### src/rtl/ksa_param.sv
// RC4 key schedule on an external 256x8 S RAM; KSA_INIT_EN adds an S[k]=k fill phase first.
// Run = 256*(4+2*RD_LAT) cycles (+256 with init) from accepted en to rdy; en ignored while busy.
module ksa_param #(
  parameter int KEY_BYTES = 3,
  parameter int RD_LAT    = 1
) (
  input  logic                   clk,
  input  logic                   rst_n,
  input  logic                   en,
  output logic                   rdy,
  input  logic [8*KEY_BYTES-1:0] key,
  output logic [7:0]             addr,
  input  logic [7:0]             rddata,
  output logic [7:0]             wrdata,
  output logic                   wren
);
  localparam int KW = (KEY_BYTES > 1) ? $clog2(KEY_BYTES) : 1;

  typedef enum logic [3:0] {IDLE, INIT, RI, WI1, CJ, RJ, WJ1, CS, WRI, WRJ} state_t;

  state_t                 state_q, state_d;
  logic [8*KEY_BYTES-1:0] key_q, key_d;
  logic [7:0]             i_q, i_d;
  logic [7:0]             j_q, j_d;
  logic [7:0]             si_q, si_d;
  logic [7:0]             sj_q, sj_d;
  logic [KW-1:0]          kidx_q, kidx_d;
  logic [7:0]             addr_q, addr_d;
  logic [7:0]             wrdata_q, wrdata_d;
  logic                   wren_q, wren_d;
  logic [7:0]             kbyte;

  // Key byte 0 sits in the most significant byte of the key bus.
  always_comb begin
    kbyte = '0;
    for (int b = 0; b < KEY_BYTES; b++) begin
      if (kidx_q == KW'(b)) kbyte = key_q[8*(KEY_BYTES-1-b) +: 8];
    end
  end

  always_comb begin
    state_d = state_q;
    key_d   = key_q;
    i_d     = i_q;
    j_d     = j_q;
    si_d    = si_q;
    sj_d    = sj_q;
    kidx_d  = kidx_q;
    case (state_q)
      IDLE: begin
        if (en) begin
          key_d  = key;
          i_d    = '0;
          j_d    = '0;
          kidx_d = '0;
`ifdef KSA_INIT_EN
          state_d = INIT;
`else
          state_d = RI;
`endif
        end
      end
      INIT: begin
        i_d = i_q + 8'd1;
        if (i_q == 8'hFF) state_d = RI;
      end
      RI:  state_d = (RD_LAT == 2) ? WI1 : CJ;
      WI1: state_d = CJ;
      CJ: begin
        si_d    = rddata;
        j_d     = j_q + rddata + kbyte;
        state_d = RJ;
      end
      RJ:  state_d = (RD_LAT == 2) ? WJ1 : CS;
      WJ1: state_d = CS;
      CS: begin
        sj_d    = rddata;
        state_d = WRI;
      end
      WRI: state_d = WRJ;
      WRJ: begin
        i_d     = i_q + 8'd1;
        kidx_d  = (kidx_q == KW'(KEY_BYTES-1)) ? '0 : kidx_q + KW'(1);
        state_d = (i_q == 8'hFF) ? IDLE : RI;
      end
      default: state_d = IDLE;
    endcase

    // RAM strobes are registered, so they are decoded from the state being entered.
    addr_d   = addr_q;
    wrdata_d = wrdata_q;
    wren_d   = 1'b0;
    case (state_d)
      INIT: begin
        addr_d   = i_d;
        wrdata_d = i_d;
        wren_d   = 1'b1;
      end
      RI: addr_d = i_d;
      RJ: addr_d = j_d;
      WRI: begin
        addr_d   = i_q;
        wrdata_d = sj_d;
        wren_d   = 1'b1;
      end
      WRJ: begin
        addr_d   = j_q;
        wrdata_d = si_q;
        wren_d   = 1'b1;
      end
      default: ;
    endcase
  end

  always_ff @(posedge clk or negedge rst_n) begin
    if (!rst_n) begin
      state_q  <= IDLE;
      key_q    <= '0;
      i_q      <= '0;
      j_q      <= '0;
      si_q     <= '0;
      sj_q     <= '0;
      kidx_q   <= '0;
      addr_q   <= '0;
      wrdata_q <= '0;
      wren_q   <= 1'b0;
    end else begin
      state_q  <= state_d;
      key_q    <= key_d;
      i_q      <= i_d;
      j_q      <= j_d;
      si_q     <= si_d;
      sj_q     <= sj_d;
      kidx_q   <= kidx_d;
      addr_q   <= addr_d;
      wrdata_q <= wrdata_d;
      wren_q   <= wren_d;
    end
  end

  assign rdy    = (state_q == IDLE);
  assign addr   = addr_q;
  assign wrdata = wrdata_q;
  assign wren   = wren_q;

endmodule

### config.mk
export PLATFORM = sky130hd
export DESIGN_NAME = ksa_param
export DESIGN_NICKNAME = d
export VERILOG_FILES = /design/src/rtl/ksa_param.sv
export SDC_FILE = /design/constraint.sdc
export NUM_CORES = 1
export LEC_CHECK = 0
export CAP_MARGIN = 10
export CORE_ASPECT_RATIO = 1.4
export CORE_MARGIN = 2
export CORE_UTILIZATION = 35
export CTS_BUF_LIST = sky130_fd_sc_hd__clkbuf_2
export DETAILED_ROUTE_END_ITERATION = 8
export PLACE_DENSITY = 0.54
export SYNTH_ARGS = -nofsm -noshare
export SYNTH_HDL_FRONTEND = slang
export SYNTH_SLANG_ARGS = --single-unit
### constraint.sdc
create_clock -name clk -period 3.3 [get_ports clk]
set_input_delay 0.66 -clock clk [delete_from_list [all_inputs] [get_ports clk]]
set_output_delay 0.66 -clock clk [all_outputs]
set_load 0.02 [all_outputs]
* Word-level counts from Yosys, hierarchy flattened
Cells that the tools add are included.
** Operators by class
- Add/subtract/negate cells :: 4
- Mux-type cells :: 18
- Equality and inequality tests :: 18
- Reduce and logical (&&, ||, !) cells :: 12
** Operator list (count)
- two-way mux 8 bit :: 6
- case mux 4 bit (8 select lines) :: 1
- case mux 8 bit (2 select lines) :: 2
- case mux 8 bit (4 select lines) :: 1
- case mux 8 bit (3 select lines) :: 1
- == test 4 x 3 -> 1 bit, second input constant :: 5
- adder 8 bit :: 2
- == test 4 bit, second input constant :: 4
- == test 4 x 2 -> 1 bit, second input constant :: 3
- adder 8 x 1 -> 8 bit, second input constant :: 1
- == test 4 x 1 -> 1 bit, second input constant :: 2
- == test 8 bit, second input constant :: 1
- two-way mux 4 bit :: 2
- OR reduction 2 bit :: 4
- two-way mux 2 bit :: 3
- zero test 4 bit :: 1
- case mux 2 bit (2 select lines) :: 1
- AND reduction 2 bit :: 2
- nonzero test 4 bit :: 1
- nonzero test 3 bit :: 1
- OR reduction 3 bit :: 1
- adder 2 x 1 -> 2 bit, second input constant :: 1
- == test 2 x 1 -> 1 bit, second input constant :: 1
- == test 2 bit, second input constant :: 1
- other kinds (4) :: 4
** Storage, ports and cells
- Bits of input ports :: 35
- Register bits after elaboration :: 79
- Logic and storage cells :: 62
- Output and inout port bits :: 18

* Logic depth before layout (Yosys ltp)
Gate-level depths: netlist (run 1).
- Depth after elaboration :: 7
- Gate-level depth with buffers :: 15
- Gate-level depth less buffers :: 14

* Worst setup path after synthesis (run 1)
No wires, ideal clock.
- Path kind :: reg-to-reg
- Start point :: reg kidx_q[0]
- End point :: reg addr_q[7] (netlist: addr[7])
- Slack :: -1 ps
- Required time :: 3161 ps
- Library setup time :: 139 ps
- Period minus slack after synthesis :: 3301 ps
- Arrival :: 3163 ps
- Stages on the path, launching flop included :: 16
- Cell sequence :: dfrtp_1 -> buf_1 -> mux2i_1 -> nor2_1 -> a21oi_1 -> fa_1 -> inv_1 -> ha_1 -> inv_1 -> fa_1 -> nor2b_1 -> o31ai_1 -> a21oi_1 -> xnor2_1 -> a222oi_1 -> a211oi_2
** Between the ends
- Cells in the longest elaborated chain, start to end :: 7
- Elaborated cells on any way between the ends :: 9
- Those cells by class :: add/sub (1); eq/ne (2); mux (5); reduce/logical (1)
** Ends and longest elaborated chain
- from (decl) :: line 27 : logic [KW-1:0] kidx_q, kidx_d;
- from (signal assigned) :: line 134 : kidx_q <= kidx_d;
- zero test 2 bit :: line 37 : if (kidx_q == KW'(b)) kbyte = key_q[8*(KEY_BYTES-1-b) +: 8];
- two-way mux 8 bit (2 in series) :: line 37
- two-way mux 8 bit * :: line 37
- adder 8 bit * :: line 71 : j_d = j_q + rddata + kbyte;
- case mux 8 bit (2 select lines) * :: line 49 : case (state_q)
- case mux 8 bit (4 select lines) * :: line 93 : case (state_d)
- to (signal assigned) :: line 135 : addr_q <= addr_d;
- to (decl) :: line 28 : logic [7:0] addr_q, addr_d;
Every way passes the cells marked *; elsewhere a longest branch is shown, timed or not.
A chain may end at the register's enable or synchronous reset.

* Final worst setup path (run 1)
Same ends and word-level chain as after synthesis.

==> results of run 1 <==
logic make-up after synthesis:
logic type,after synthesis,share of synthesized area (%)
muxes,8,2.11
buffers and inverters,37,4.16
adders and majority gates,15,6.54
xor gates and xnor gates,7,1.62
and+or+nand+nor,186,21.9
DFF,71,46.9
AOI/OAI and AO/OA,100,16.8
stage by stage:
stage | hold WS, ns | power (mW) | std cells | cell area (µm²) | setup slack [ns]
after floorplan | 0.364 | 3.67 | 424 | 3790 | 0.194
after global placement | 0.457 | 4.64 | 608 | 4510 | -0.188
after detailed placement | 0.462 | 4.67 | 608 | 4510 | -0.240
after CTS | 0.180 | 5.34 | 624 | 4670 | 0.0674
after global routing | 0.227 | 5.88 | 626 | 4690 | -0.0420
final | 0.193 | 5.39 | 626 | 4690 | 0.191
worst min path at each step:
stage	from	endpoint	slack [ns]
finish	rst_n	state_q[0]	0.19
global route	rst_n	state_q[0]	0.23
CTS	rst_n	state_q[0]	0.18
detailed placement	key_q[18]	key_q[18]	0.46
global placement	key_q[9]	key_q[9]	0.46
floorplan	rst_n	addr[0]	0.36
layout make-up:
type | count | area [µm²]
Fill cell | 1064 | 5770
Antenna cell | 1 | 2.50
Clock buffer | 9 | 45.0
Timing Repair Buffer | 68 | 652
Clock inverter | 7 | 111
Multi-Input combinational cell | 316 | 1870
Inverter | 16 | 60.1
Tap cell | 138 | 173
Sequential cell | 71 | 1780
placed cells by master, fill, tap and decap left out, drive strengths merged, types with 2 or more instances in the layout:
| master | synthesis | routed |
|---|---|---|
| o21a | 2 | 2 |
| a221oi | 2 | 2 |
| bufinv | 0 | 3 |
| o211ai | 2 | 2 |
| xnor2 | 6 | 6 |
| clkinv | 0 | 3 |
| o31ai | 2 | 2 |
| mux2i | 8 | 8 |
| o21ai | 41 | 41 |
| a31oi | 6 | 6 |
| a222oi | 3 | 3 |
| fa | 8 | 8 |
| buf | 9 | 17 |
| nand2b | 2 | 2 |
| dfrtp | 71 | 71 |
| nor2b | 3 | 3 |
| o22ai | 2 | 2 |
| a22o | 4 | 4 |
| clkdlybuf4s50 | 0 | 51 |
| ha | 7 | 7 |
| nand3 | 9 | 9 |
| a211oi | 3 | 3 |
| inv | 16 | 16 |
| a21oi | 17 | 17 |
| a22oi | 5 | 5 |
| nor3 | 5 | 5 |
| a21o | 4 | 4 |
| nor2 | 29 | 29 |
| nand2 | 121 | 121 |
| nor4 | 3 | 3 |
| clkbuf | 12 | 9 |
| and3 | 4 | 4 |
| nand4 | 4 | 4 |
worst register-to-register path: cells and delay by family, from the launching register on:
| family | cells | cell delay, ns |
|---|---|---|
| mux | 1 | 0.20 |
| flops | 1 | 0.43 |
| xor+xnor | 1 | 0.12 |
| simple gates | 2 | 0.19 |
| fa+ha+maj | 3 | 0.93 |
| buf+inv | 3 | 0.28 |
| compound gates | 5 | 0.87 |
state kept, by name, summed over array words and instances, names as in the netlist:
register and cells:
addr 8, i_q 8, j_q 8, key_q 24, kidx_q 2, si_q 8, state_q 4, wrdata 8
wren 1
power breakdown:
| part | internal (mW) | total (mW) | switching, mW | leakage (nW) |
|---|---|---|---|---|
| registers | 1.26 | 1.61 | 0.347 | 0.889 |
| logic | 1.40 | 3.13 | 1.73 | 1.14 |
| clock network | 0.321 | 0.643 | 0.322 | 0.0893 |
| total | 2.99 | 5.39 | 2.40 | 2.12 |
layer usage:
layer	up-vias	global-route usage, %	part of all wire [%]
met4	0	7.11	2.1
met1	1510	22.3	40
met2	91	32.5	53
met5	-	0	0
met3	14	3.24	4.3
li1	1577	-	-
cells in the mapped netlist, drive strengths merged, types with 3 or more instances:
library cell / number
dfrtp: 71
nor4: 3
a22o: 4
a211oi: 3
ha: 7
fa: 8
buf: 9
o21ai: 41
xnor2: 6
nand4: 4
and3: 4
a222oi: 3
nor2b: 3
a22oi: 5
a21oi: 17
nor3: 5
inv: 16
nor2: 29
a21o: 4
nand3: 9
mux2i: 8
nand2: 121
a31oi: 6
clkbuf: 12
repair_timing:
| item | in CTS | in global routing |
|---|---|---|
| endpoints found under the setup margin | 0 | 1 |
| buffers inserted | 0 | 1 |
| resized for setup | 0 | 5 |
| hold buffers | 0 | 0 |
==> results.md, run 1 <==
* Number of max-cap violations at 0
* Die height at around 130 µm
* Area added between synthesis and finish at 23.8%
* Slack of the worst reg-to-reg path at 0.19 ns
* Clk Latency, worst-skew pair at about 0.53 ns
* Number of buffers created by CTS at 9
* Leakage power at approximately 2.1 nW
* Horizontal extent of the die at slightly above 90 µm
* Ys async rst share at 100%
* Initial Util at approximately 36%
* Worst-path clk slew at approximately 0.21 ns
* Critical path capture point type: register
* CP cell instances: mux2i_1, nor2_1, a21oi_1, buf_4, fa_1, inv_1, ha_2, inv_1, fa_2, nor2b_2, o31ai_1, a21oi_1, xnor2_1, a222oi_1, a211oi_2
* Portion of the clock cycle consumed by the worst path in the final layout at between 90% and 100%
* DRC errors left at 0
* Worst slew margin relative to its limit at between 40 and 50%
* Worst Setup Start Kind: register
* Routed length per instance at 16.0 µm
* Stages on the worst setup path at 15
* First-pass iteration count of the detailed router at 5
* Via count at roughly 3200
* Largest fanout of any net on the critical path at 3
* TritonCTS clock tree: built
* Cell count after synthesis at roughly 420
* Fmax achieved at roughly 320 MHz
* Post-Route Utilization at 44.8%
* Slowest Stage Delay on Critical Path at 0.43 ns
* Worst endpoint required time at roughly 3.7 ns
* Detailed router's first-iteration violation count at 175
* Critical R2R Capture: addr[7]
* Dominant delay contributor by cell family on the critical path: adder cells
* Max IR drop VDD at between 0.3 and 0.4 mV
* ANT nets after route at 0
* Cell depth of the worst flop-to-flop path at 15
* Number of core rows at between 40 and 50
* Routed wire length at 10000 µm
* Number of nets in the layout at between 500 and 600
* Kind of critical path: reg2reg
* Most used flip-flop cell after synthesis: sky130_fd_sc_hd__dfrtp_1
* Area contributors post-synth: sky130_fd_sc_hd__dfrtp_1 47%, sky130_fd_sc_hd__nand2_1 12%, sky130_fd_sc_hd__fa_1 4.2%, sky130_fd_sc_hd__o21ai_0 3.0%, sky130_fd_sc_hd__nor2_1 2.8%
* Post-synth top area share at ~47%
* Port bufs at 52
* Post-Syn Area at 3790 µm²
* R2r startpoint: kidx_q[0]
* Leading area contributor after synthesis: sky130_fd_sc_hd__dfrtp_1
* Post-Synthesis Net Count at between 400 and 500
* Area of the core region at 10500 µm²
* Aggregate global-route resource usage at between 10% and 20%
* Final hold viol count at 0
* Area of the die at roughly 12000 µm²
* Worst hold path type: in2async
* Part of the Yosys area used for sequential elements at 46.9%
* Tightest Pin Transition at approximately 0.86 ns
* Maximum buffer depth of the clock tree at 2
* Cell at the root of the clock tree: sky130_fd_sc_hd__clkbuf_2
* Worst path bufs/invs at 3
* Share of cells above drive strength 1 at 9.45%
* Yosys warning count at 0
* Power per cell area at approximately 1100 nW/µm²
* Slowest cell on crit path: sky130_fd_sc_hd__dfrtp_1
* Final Critical Period at about 3.1 ns
* End of the critical path: addr[7]
* Maximum number of pins on one net before global-route repair at 37
* Antenna violations before repair at 1
* Final HPWL from detailed placement at 7500 µm
* Outcome: complete, no violations
* GR Overflow Total at 0
* Flop and latch count out of synthesis at 71
* Post-route clock skew at 0.0288 ns
* Number of max-slew violations in the final report at 0
* Via count of the first global-routing pass at 3230
* Deepest level of the CTS H-tree at 3
* Number of distinct library cells after synthesis at 55
* Crit. Startpoint: kidx_q[0]
* First-pass GRT wire length at 16800 µm
* Number of vias per cell at ~5.1
* Top Ports at between 50 and 60
* Setup TNS at 0 ns
* CTS Sinks at 71
* Setup repair after global routing missed its margin: true
* Worst Path Arrival at 3.53 ns
* Average footprint of a synthesized cell at between 8 and 9 µm²
* Gpl congestion at 0.891
* Setup violators final at 0
* Post-synth EDFFs at 0
Note: power is estimated with default switching activity, not from simulation.
==> inputs of run 2 (changes only) <==
--- a/config.mk
+++ b/config.mk
@@ -7,11 +7,12 @@
 export LEC_CHECK = 0
 export CAP_MARGIN = 10
 export CORE_ASPECT_RATIO = 1.4
-export CORE_MARGIN = 2
+export CORE_MARGIN = 4
 export CORE_UTILIZATION = 35
 export CTS_BUF_LIST = sky130_fd_sc_hd__clkbuf_2
 export DETAILED_ROUTE_END_ITERATION = 8
 export PLACE_DENSITY = 0.54
+export SKIP_CTS_REPAIR_TIMING = 1
 export SYNTH_ARGS = -nofsm -noshare
 export SYNTH_HDL_FRONTEND = slang
 export SYNTH_SLANG_ARGS = --single-unit
==> results.md, run 2 (same netlist as run 1, synthesis figures left out) <==
* Setup repair after global routing missed its margin: false
* Tightest Pin Transition at about 0.85 ns
* Setup violators final at 0
* Max reg flops at 24
* Number of core rows at 44
* Number of max-slew violations in the final report at 0
* Worst-path clk slew at about 0.21 ns
* Routed length per instance at 16.5 µm
* Antenna violations before repair at 1
* Post-route clock skew at between 0.04 and 0.05 ns
* Crit. Startpoint: kidx_q[0]
* Gpl congestion at ~0.86
* Horizontal extent of the die at about 96 µm
* Post-Route Utilization at ~45%
* R2r startpoint: kidx_q[0]
* First-pass GRT wire length at ~17000 µm
* Number of buffers created by CTS at 9
* Most frequent cells in the layout: 119 x sky130_fd_sc_hd__nand2_1, 71 x sky130_fd_sc_hd__dfrtp_1, 51 x sky130_fd_sc_hd__clkdlybuf4s50_1
* Share of cells above drive strength 1 at 9.26%
* Worst hold path type: in2async
* Leakage power at approximately 2.1 nW
* Clk Latency, worst-skew pair at between 0.5 and 0.6 ns
* Fmax achieved at around 320 MHz
* Outcome: complete, no violations
* Final HPWL from detailed placement at a little under 8000 µm
* Number of nets in the layout at 531
* Worst Path Arrival at 3.53 ns
* Port bufs at 52
* Final hold viol count at 0
* Top Ports at between 50 and 60
* Routed wire length at about 10000 µm
* Maximum buffer depth of the clock tree at 2
* Maximum number of pins on one net before global-route repair at 38
* TritonCTS clock tree: built
* Most frequent standard cell in the layout excluding fill and tap cells: sky130_fd_sc_hd__nand2_1
* Portion of the clock cycle consumed by the worst path in the final layout at between 90 and 100%
* Area of the core region at 10500 µm²
* Via count at ~3200
* Max IR drop VDD at 0.372 mV
* ANT nets after route at 0
* Area of the die at between 10000 and 15000 µm²
* Worst hold slack after final layout at approximately 0.19 ns
* Worst Setup Start Kind: register
* DRC errors left at 0
* Detailed router's first-iteration violation count at 180
* Largest fanout of any net on the critical path at 10
* Setup TNS at 0 ns
* Via count of the first global-routing pass at approximately 3200
* Deepest level of the CTS H-tree at 3
* First-pass iteration count of the detailed router at 6
* GR Overflow Total at 0
* Worst endpoint required time at ~3.8 ns
* Kind of critical path: reg2reg
* Worst slew margin relative to its limit at 43.0%
* Number of vias per cell at 5.12
* Initial Util at around 36%
* Register ranked first by flip-flop count: key_q
* Critical path capture point type: register
* Aggregate global-route resource usage at 17.7%
* Die height at around 130 µm
* CTS Sinks at between 70 and 80
* Cell at the root of the clock tree: sky130_fd_sc_hd__clkbuf_2
* Final Critical Period at between 3 and 4 ns
* Number of max-cap violations at 0
* Power per cell area at roughly 1100 nW/µm²
* Area added between synthesis and finish at 23.2%
[run 2: changes by cell type in the layout (fill, tap and decap cells not counted)]
cell,delta
sky130_fd_sc_hd__clkinvlp_4,+1
sky130_fd_sc_hd__bufinv_16,-1
sky130_fd_sc_hd__clkinv_1,+1
sky130_fd_sc_hd__o31ai_2,+1
sky130_fd_sc_hd__ha_2,-1
sky130_fd_sc_hd__buf_4,-1
sky130_fd_sc_hd__ha_1,+1
sky130_fd_sc_hd__clkinv_2,-1
sky130_fd_sc_hd__o31ai_1,-1
sky130_fd_sc_hd__mux2i_1,-1
sky130_fd_sc_hd__mux2i_2,+1
[run 2: per-layer routing]
| metal | vias to the layer above | GRT usage, % | routed length [µm] |
|---|---|---|---|
| li1 | 1571 | - | - |
| met1 | 1525 | 22.1 | 4430 |
| met2 | 86 | 29.9 | 5280 |
| met3 | 21 | 2.97 | 378 |
| met4 | 0 | 7.71 | 252 |
| met5 | - | 0 | 0 |
[run 2: path summary, 6_finish.rpt]
path | to | slack [ns] | cells after the start
max reg2reg | addr[7] | 0.22 | 14
min reg2reg | key_q[7] | 0.50 | 2
max in group asynchronous | addr[1] | 2.43 | 2
max | addr[7] | 0.22 | 14
min | state_q[1] | 0.19 | 1
min in group clk | key_q[7] | 0.50 | 2
[run 2: area by class of cell]
cell class / count / area [µm²]
well taps: 138 / 173
clock inverters: 7 / 87.6
repair buffers: 67 / 644
inverters: 16 / 60.1
multi-input cells: 316 / 1880
diodes: 1 / 2.50
flip-flops and latches: 71 / 1780
clock buffers: 9 / 45.0
fillers: 1065 / 5800
[run 2: report_power, final]
group / switching [mW] / leakage, nW / internal (mW)
clock network: 0.336 / 0.0730 / 0.243
registers: 0.345 / 0.889 / 1.26
logic: 1.76 / 1.14 / 1.34
total: 2.44 / 2.10 / 2.85
[run 2: per-stage QoR]
stage / cells / power (mW) / cell area (µm²) / setup WS, ns
6_report: 625 / 5.29 / 4660 / 0.222
5_1_grt: 625 / 5.76 / 4660 / 0.00467
4_1_cts: 624 / 5.27 / 4640 / 0.0964
3_5_place_dp: 608 / 4.69 / 4510 / -0.250
3_3_place_gp: 608 / 4.63 / 4510 / -0.198
2_1_floorplan: 424 / 3.67 / 3790 / 0.194
[run 2: critical path, cell delays in order, from the launching register on]
cell                       delay, ns
sky130_fd_sc_hd__dfrtp_1        0.43
sky130_fd_sc_hd__buf_6          0.18
sky130_fd_sc_hd__mux2i_2        0.22
sky130_fd_sc_hd__o21ai_0        0.11
sky130_fd_sc_hd__buf_4          0.16
sky130_fd_sc_hd__fa_1           0.36
sky130_fd_sc_hd__ha_1           0.21
sky130_fd_sc_hd__inv_1          0.08
sky130_fd_sc_hd__fa_2           0.22
sky130_fd_sc_hd__nor2b_2        0.06
sky130_fd_sc_hd__o31ai_2        0.23
sky130_fd_sc_hd__a21oi_1        0.13
sky130_fd_sc_hd__xnor2_1        0.17
sky130_fd_sc_hd__a222oi_1       0.34
sky130_fd_sc_hd__a211oi_2       0.12
